`src/rtl/issue_scheduler.sv`:
```
// issue_scheduler: instruction buffer plus one/two-slot issue to Decode.
// Fetch pushes two instructions per cycle into a circular buffer. Slot A
// always carries the head. Slot B carries head+1 when the pair is free of
// hazards.
// Optional feature: define ISSUE_DUAL_EN to enable pairing into slot B.
// Without it the scheduler issues at most one instruction per cycle.
module issue_scheduler #(
  parameter int DEPTH = 4
) (
  input  logic                     clk,
  input  logic                     rst_n,
  input  logic                     fetch_valid,
  input  logic [31:0]              fetch_instr0,
  input  logic [31:0]              fetch_instr1,
  input  logic [31:0]              fetch_pc4_0,
  input  logic [31:0]              fetch_pc4_1,
  output logic                     fetch_ready,
  input  logic                     stall_d,
  input  logic                     flush,
  output logic                     issue_valid_a,
  output logic                     issue_valid_b,
  output logic [31:0]              issue_instr_a,
  output logic [31:0]              issue_instr_b,
  output logic [31:0]              issue_pc4_a,
  output logic [31:0]              issue_pc4_b,
  output logic                     dual_issue,
  output logic [$clog2(DEPTH):0]   count
);

  localparam int PW = $clog2(DEPTH);
  localparam int CW = PW + 1;

  logic [31:0]   instr_mem [DEPTH];
  logic [31:0]   pc4_mem   [DEPTH];
  logic [PW-1:0] head;
  logic [PW-1:0] tail;
  logic          push;
  logic          pop_en;
  logic [1:0]    pop_n;

  // Space check uses the registered count only; same-cycle pops are not credited.
  assign fetch_ready = (count <= CW'(DEPTH - 2));
  assign push        = fetch_valid && fetch_ready && !flush;
  assign pop_en      = !stall_d && !flush;

  assign issue_valid_a = (count != '0);
  assign issue_instr_a = issue_valid_a ? instr_mem[head] : 32'd0;
  assign issue_pc4_a   = issue_valid_a ? pc4_mem[head]   : 32'd0;

`ifdef ISSUE_DUAL_EN
  logic [PW-1:0] head_p1;
  logic [PW-1:0] slot_idx  [2];
  logic [1:0]    slot_wr;
  logic [1:0]    slot_mem;
  logic [1:0]    slot_ctrl;
  logic [4:0]    slot_dest [2];
  logic [4:0]    b_rs;
  logic [4:0]    b_rt;
  logic          raw_hazard;
  logic          waw_hazard;
  logic          hazard;

  assign head_p1     = head + PW'(1);
  assign slot_idx[0] = head;
  assign slot_idx[1] = head_p1;

  // Predecode of the two head entries: write, destination, memory and control class.
  for (genvar gi = 0; gi < 2; gi++) begin : g_predecode
    logic [5:0] op;
    logic [5:0] funct;
    assign op    = instr_mem[slot_idx[gi]][31:26];
    assign funct = instr_mem[slot_idx[gi]][5:0];
    assign slot_wr[gi]   = ((op == 6'h00) && (funct != 6'h08)) ||
                           ((op >= 6'h08) && (op <= 6'h0F)) ||
                           (op == 6'h23) || (op == 6'h03);
    assign slot_dest[gi] = (op == 6'h00) ? instr_mem[slot_idx[gi]][15:11] :
                           (op == 6'h03) ? 5'd31 :
                                           instr_mem[slot_idx[gi]][20:16];
    assign slot_mem[gi]  = (op == 6'h23) || (op == 6'h2B);
    assign slot_ctrl[gi] = ((op >= 6'h02) && (op <= 6'h05)) ||
                           ((op == 6'h00) && (funct == 6'h08));
  end

  // B source fields are compared conservatively, whatever the format.
  assign b_rs = instr_mem[head_p1][25:21];
  assign b_rt = instr_mem[head_p1][20:16];

  assign raw_hazard = slot_wr[0] && (slot_dest[0] != 5'd0) &&
                      ((slot_dest[0] == b_rs) || (slot_dest[0] == b_rt));
  assign waw_hazard = slot_wr[0] && slot_wr[1] && (slot_dest[0] != 5'd0) &&
                      (slot_dest[0] == slot_dest[1]);
  assign hazard     = raw_hazard || waw_hazard || (slot_mem[0] && slot_mem[1]) ||
                      slot_ctrl[0] || slot_ctrl[1];

  assign issue_valid_b = (count >= CW'(2)) && !hazard;
  assign issue_instr_b = issue_valid_b ? instr_mem[head_p1] : 32'd0;
  assign issue_pc4_b   = issue_valid_b ? pc4_mem[head_p1]   : 32'd0;
`else
  assign issue_valid_b = 1'b0;
  assign issue_instr_b = 32'd0;
  assign issue_pc4_b   = 32'd0;
`endif

  assign dual_issue = issue_valid_b;
  assign pop_n      = pop_en ? ({1'b0, issue_valid_a} + {1'b0, issue_valid_b}) : 2'd0;

  // Buffer storage: both fetched instructions land at tail and tail+1.
  always_ff @(posedge clk) begin
    if (push) begin
      instr_mem[tail]          <= fetch_instr0;
      pc4_mem[tail]            <= fetch_pc4_0;
      instr_mem[tail + PW'(1)] <= fetch_instr1;
      pc4_mem[tail + PW'(1)]   <= fetch_pc4_1;
    end
  end

  // Pointer and occupancy update; flush wins over push and pop.
  always_ff @(posedge clk or negedge rst_n) begin
    if (!rst_n) begin
      head  <= '0;
      tail  <= '0;
      count <= '0;
    end else if (flush) begin
      head  <= '0;
      tail  <= '0;
      count <= '0;
    end else begin
      head  <= head + PW'(pop_n);
      if (push) tail <= tail + PW'(2);
      count <= count + (push ? CW'(2) : CW'(0)) - CW'(pop_n);
    end
  end

endmodule

```
`config.mk`:
```
export PLATFORM = sky130hd
export DESIGN_NAME = issue_scheduler
export DESIGN_NICKNAME = d
export VERILOG_FILES = /design/src/rtl/issue_scheduler.sv
export SDC_FILE = /design/constraint.sdc
export NUM_CORES = 1
export LEC_CHECK = 0
export CORE_ASPECT_RATIO = 1.4
export CORE_MARGIN = 2
export CORE_UTILIZATION = 45
export DETAILED_ROUTE_END_ITERATION = 10
export PLACE_DENSITY = 0.72
export SLEW_MARGIN = 20
export SYNTH_ARGS = -nofsm -noshare
export SYNTH_HDL_FRONTEND = slang
export SYNTH_SLANG_ARGS = --single-unit
```
`constraint.sdc`:
```
create_clock -name clk -period 9.7 [get_ports clk]
set_clock_uncertainty 0.15 [all_clocks]
set_input_delay 1.455 -clock clk [delete_from_list [all_inputs] [get_ports clk]]
set_output_delay 1.455 -clock clk [all_outputs]
set_load 0.01 [all_outputs]
```
## Word-level counts from Yosys, hierarchy flattened

Memory sizes are Yosys's and may differ from the RTL's.
Index checks and enable logic that the tools add are counted.

| operators by class | value |
|---|---|
| add/subtract/negate cells | 5 |
| reduce and logical (&&, ||, !) cells | 7 |
| mux-type cells | 10 |
| $lt $le $gt $ge | 1 |

Operator list:

| operator | count |
|---|---|
| two-way mux 32 bit | 2 |
| two-way mux 2 bit | 4 |
| adder 3 x 2 -> 3 bit | 1 |
| less-or-equal comparator 3 x 2 -> 1 bit (second input constant) | 1 |
| logical AND 1 bit | 3 |
| two-way mux 1 bit | 3 |
| two-way mux 3 bit | 1 |
| nonzero test 3 bit | 1 |
| subtractor 3 x 1 -> 3 bit | 1 |
| adder 2 x 1 -> 2 bit | 1 |
| adder 2 x 1 -> 2 bit (second input constant) | 1 |
| adder 2 bit (second input constant) | 1 |
| logical NOT 1 bit | 2 |
| nonzero test 2 bit | 1 |

| storage, ports and cells | value |
|---|---|
| output and inout bits | 135 |
| word-level logic and storage cells | 28 |
| input port bits | 133 |
| memory bits (writable) | 256 |
| register bits after elaboration | 7 |
| memories | 2 |

Memories:

| name | words | bits a word | read ports | clocked after Yosys merged registers in | write ports | line | source |
|---|---|---|---|---|---|---|---|
| instr_mem | 4 | 32 | 1 | 0 | 2 | 33 | `logic [31:0] instr_mem [DEPTH];` |
| pc4_mem | 4 | 32 | 1 | 0 | 2 | 34 | `logic [31:0] pc4_mem [DEPTH];` |

## Logic depth before layout (Yosys ltp)

| logic depth | value |
|---|---|
| word-level depth | 7 |
| mapped depth | 9 |
| gate-level depth less buffers | 8 |

## Least setup slack after synthesis

No wires, ideal clock.

| timing path | value |
|---|---|
| path kind | in2reg |
| start | input flush |
| end | memory instr_mem[2][0], enable pin |
| library setup time | 666 ps |
| cell stages on the path | 2 |
| path slack | 613 ps |
| required time | 8884 ps |
| buffers on the path | 1 |
| arrival | 8271 ps |
| cells stage by stage | clkbuf_1 nor4b_1 |

RTL lines:

| element | line | source |
|---|---|---|
| start: declaration | 19 | `input logic flush,` |
| end: declaration | 33 |  |

## Final worst setup path

| timing path | value |
|---|---|
| start | register head[0] |
| end | output issue_pc4_a[21] |

| between the ends | value |
|---|---|
| word-level cells in the longest chain between the ends | 2 |

Ends and longest elaborated chain:

| element | line | source |
|---|---|---|
| start: declaration | 35 | `logic [PW-1:0] head;` |
| start signal: assignment | 128 | `head <= head + PW'(pop_n);` |
| memory (4 x 32 bit) | - |  |
| two-way mux 32 bit | 48 | `assign issue_pc4_a = issue_valid_a ? pc4_mem[head] : 32'd0;` |
| end: declaration | 24 | `output logic [31:0] issue_pc4_a,` |

Every way passes these cells.

==> reports/results.txt <==
Routed len/inst - 19.97 um
Vias in the first global route - 6766
PD cells - 212.6 mW/mm^2
Crit end category - output pin
R2R setup slack - 6.59 ns
First-pass GRT wire length - 37.90 mm
Yosys reg bits - 262
Final instance area - 0.01504 mm^2
Worst slew pin tran - 1.028 ns
Reg-to-reg endpoint - instr_mem[1][9]$_DFFE_PP_
Hold Startpoint - tail[1]$_DFFE_PN0P_
Final Hold Fails - 0
Placed cell area - 0.01429 mm^2
Antenna cells - 0
Worst skew pair latency - 0.50 ns
Area of the mapped netlist - 0.01265 mm^2
Via/cell ratio - 5.044
DRT iter0 DRCs - 279
Horiz. Die Dim - 145.7 um
Req. time, crit path - 8.10 ns
Drt first pass iters - 4
Netlist cell types - 26
Most common flop cell mapped by yosys - edfxtp_1
Hold buffers post-CTS - 0
RR Startpoint - count[0]$_DFF_PN0_
Synth warn - 0
Layout cells sized above 1 - 0.2796
Mapped Cells - 780
# Post-CTS Setup Buffers - 0
Worst-path clk slew - 0.06 ns
Hold Path Cell Cnt - 2
FF-to-FF path depth - 4
Largest net degree at the start of global routing - 67
Relative slew slack - 0.3145
Setup_tns - 0 ns
Max Fclk - 201.3 MHz
Async set-or-reset flop fraction in the synthesized netlist - 0.02290
DRC - 0
RePlAce Congestion - 0.7528
Via count - 6249
PnR worst setup slack - 4.731 ns
FP Rows - 72
Gr usage total - 0.1677
# nets final - 990
Status - finished clean
Htree depth - 1
Core ar. - 0.02766 mm^2
Tcrit/Tclk final - 0.5122
Hpwl dp - 15.66 mm
Unrepaired setup endpoints after global routing - no
TritonCTS Sinks - 262
# resized after CTS - 0
WP data arrival - 3.36 ns
Final Slew Violations - 0
I/O Buffers - 201
Worst Hold Class - flop to flop
Setup violators final - 0
Static leakage - 0.005106 uW
Io pins - 268
CTS Buf Count - 25
Area Overhead vs Synth - 18.90%
Die area - 0.02950 mm^2
Crit path max fanout - 41
Fin util - 0.5440
CTS Root Cell - clkbuf_16
CTS tree - done
Initial antenna violation count - 0
Max rail drop VDD - 0.1256 mV
CTS Buffer Depth - 3
Avg Inst Size Synth - 16.22 um^2
Setup CP Type - flop to output pin
Minimum clock period - 4.969 ns
Overflow after GRT - 0
Post-synth EDFFs - 256
Worst setup SP type - flop
DP Worst Slack - 5.002 ns
Total Wirelength - 24.74 mm
Worst hold path endpoint - tail[1]$_DFFE_PN0P_
Die H - 202.4 um
MaxCap Viol Count - 0
Initial Util - 0.4575
Number of routed nets with antenna violations - 0
Sequential element share of the synthesized area - 0.6194
-- cell type report --
class                           instances  area (um^2)
Sequential cell                       262         7843
Fill cell                            2213        12610
Timing Repair Buffer                  211         2087
Multi-Input combinational cell        345         3862
Tap cell                              370        462.9
Clock inverter                         14        117.6
Clock buffer                           29        640.6
Inverter                                8        31.28
-- state kept, by name, summed over array words and instances, names as in the netlist --
| register | flops |
|---|---|
| tail | 1 |
| pc4_mem | 128 |
| instr_mem | 128 |
| head | 2 |
| count | 3 |
-- how the worst max path moves through the flow --
stage | startpoint | end | slack, ns | depth (start not counted)
after floorplan | flush | instr_mem[2][0]$_DFFE_PP_ | 0.61 | 2
after global placement | fetch_valid | pc4_mem[1][0]$_DFFE_PP_ | 5.01 | 5
after detailed placement | fetch_valid | pc4_mem[1][0]$_DFFE_PP_ | 5.00 | 5
after CTS | head[0]$_DFF_PN0_ | issue_pc4_a[21] | 4.58 | 4
after global routing | head[0]$_DFF_PN0_ | issue_pc4_a[21] | 4.43 | 4
final | head[0]$_DFF_PN0_ | issue_pc4_a[21] | 4.73 | 4
-- Yosys cell counts (2+ instances only) --
cell type | n | area share
or3_1 | 3 | 0.0015
buf_4 | 71 | 0.042
ha_1 | 4 | 0.0040
buf_1 | 2 | 0.00059
inv_1 | 8 | 0.0024
buf_2 | 11 | 0.0044
nor2b_1 | 2 | 0.00099
and2_1 | 65 | 0.032
nor2_1 | 3 | 0.00089
mux2_4 | 38 | 0.045
mux2_2 | 90 | 0.080
mux4_2 | 64 | 0.11
nor4b_1 | 2 | 0.0014
clkbuf_1 | 141 | 0.042
edfxtp_1 | 256 | 0.61
buf_6 | 5 | 0.0044
dfrtp_1 | 6 | 0.012
-- logic make-up after synthesis --
| logic type | synth area share |
|---|---|
| AO/OA/AOI/OAI | 0.001384 |
| XOR/XNOR | 0.001385 |
| adder cells (fa/ha/maj) | 0.003955 |
| buffers and inverters | 0.09572 |
| flip-flops | 0.6194 |
| multiplexers | 0.2391 |
| other | 0.0002964 |
| AND/OR/NAND/NOR | 0.03876 |
-- where the power goes --
group	total [uW]	switching, uW	internal (uW)
combinational	889	402	487
sequential	1400	39.1	1360
clock	910	388	523
total	3200	829	2370
-- cell usage in the layout, fill, tap and decap left out, drive strengths merged, types with 2 or more instances in the layout --
cell type	netlist	layout
and2	65	65
buf	89	10
bufinv	0	2
clkbuf	141	29
clkdlybuf4s50	0	201
clkinv	0	11
clkinvlp	0	2
conb	1	66
dfrtp	6	6
edfxtp	256	256
ha	4	4
inv	8	7
mux2	128	128
mux4	64	64
nor2	3	3
nor2b	2	2
nor4b	2	2
or3	3	3
-- per-layer routing --
layer	global-route usage	part of all wire
met4	0.04762	0.022
met5	0	0
met2	0.3218	0.56
met1	0.1910	0.37
met3	0.02709	0.048
-- critical path, stage by stage (launching register included) --
cell and delay, ns:
dfrtp_4 0.78, buf_4 0.76, mux4_2 0.62, and2_1 0.19
clkdlybuf4s50_1 0.48
-- metrics by stage --
step / std cells / hold WS, ns / total power [uW]
global placement: 1196 / 0.4227 / 2319
global route: 1239 / 0.4917 / 3340
CTS: 1239 / 0.4532 / 3245
floorplan: 845 / 0.3968 / 1926
finish: 1239 / 0.4499 / 3198
detailed placement: 1196 / 0.4397 / 2326
No activity file was read; power rests on OpenSTA's default activity.
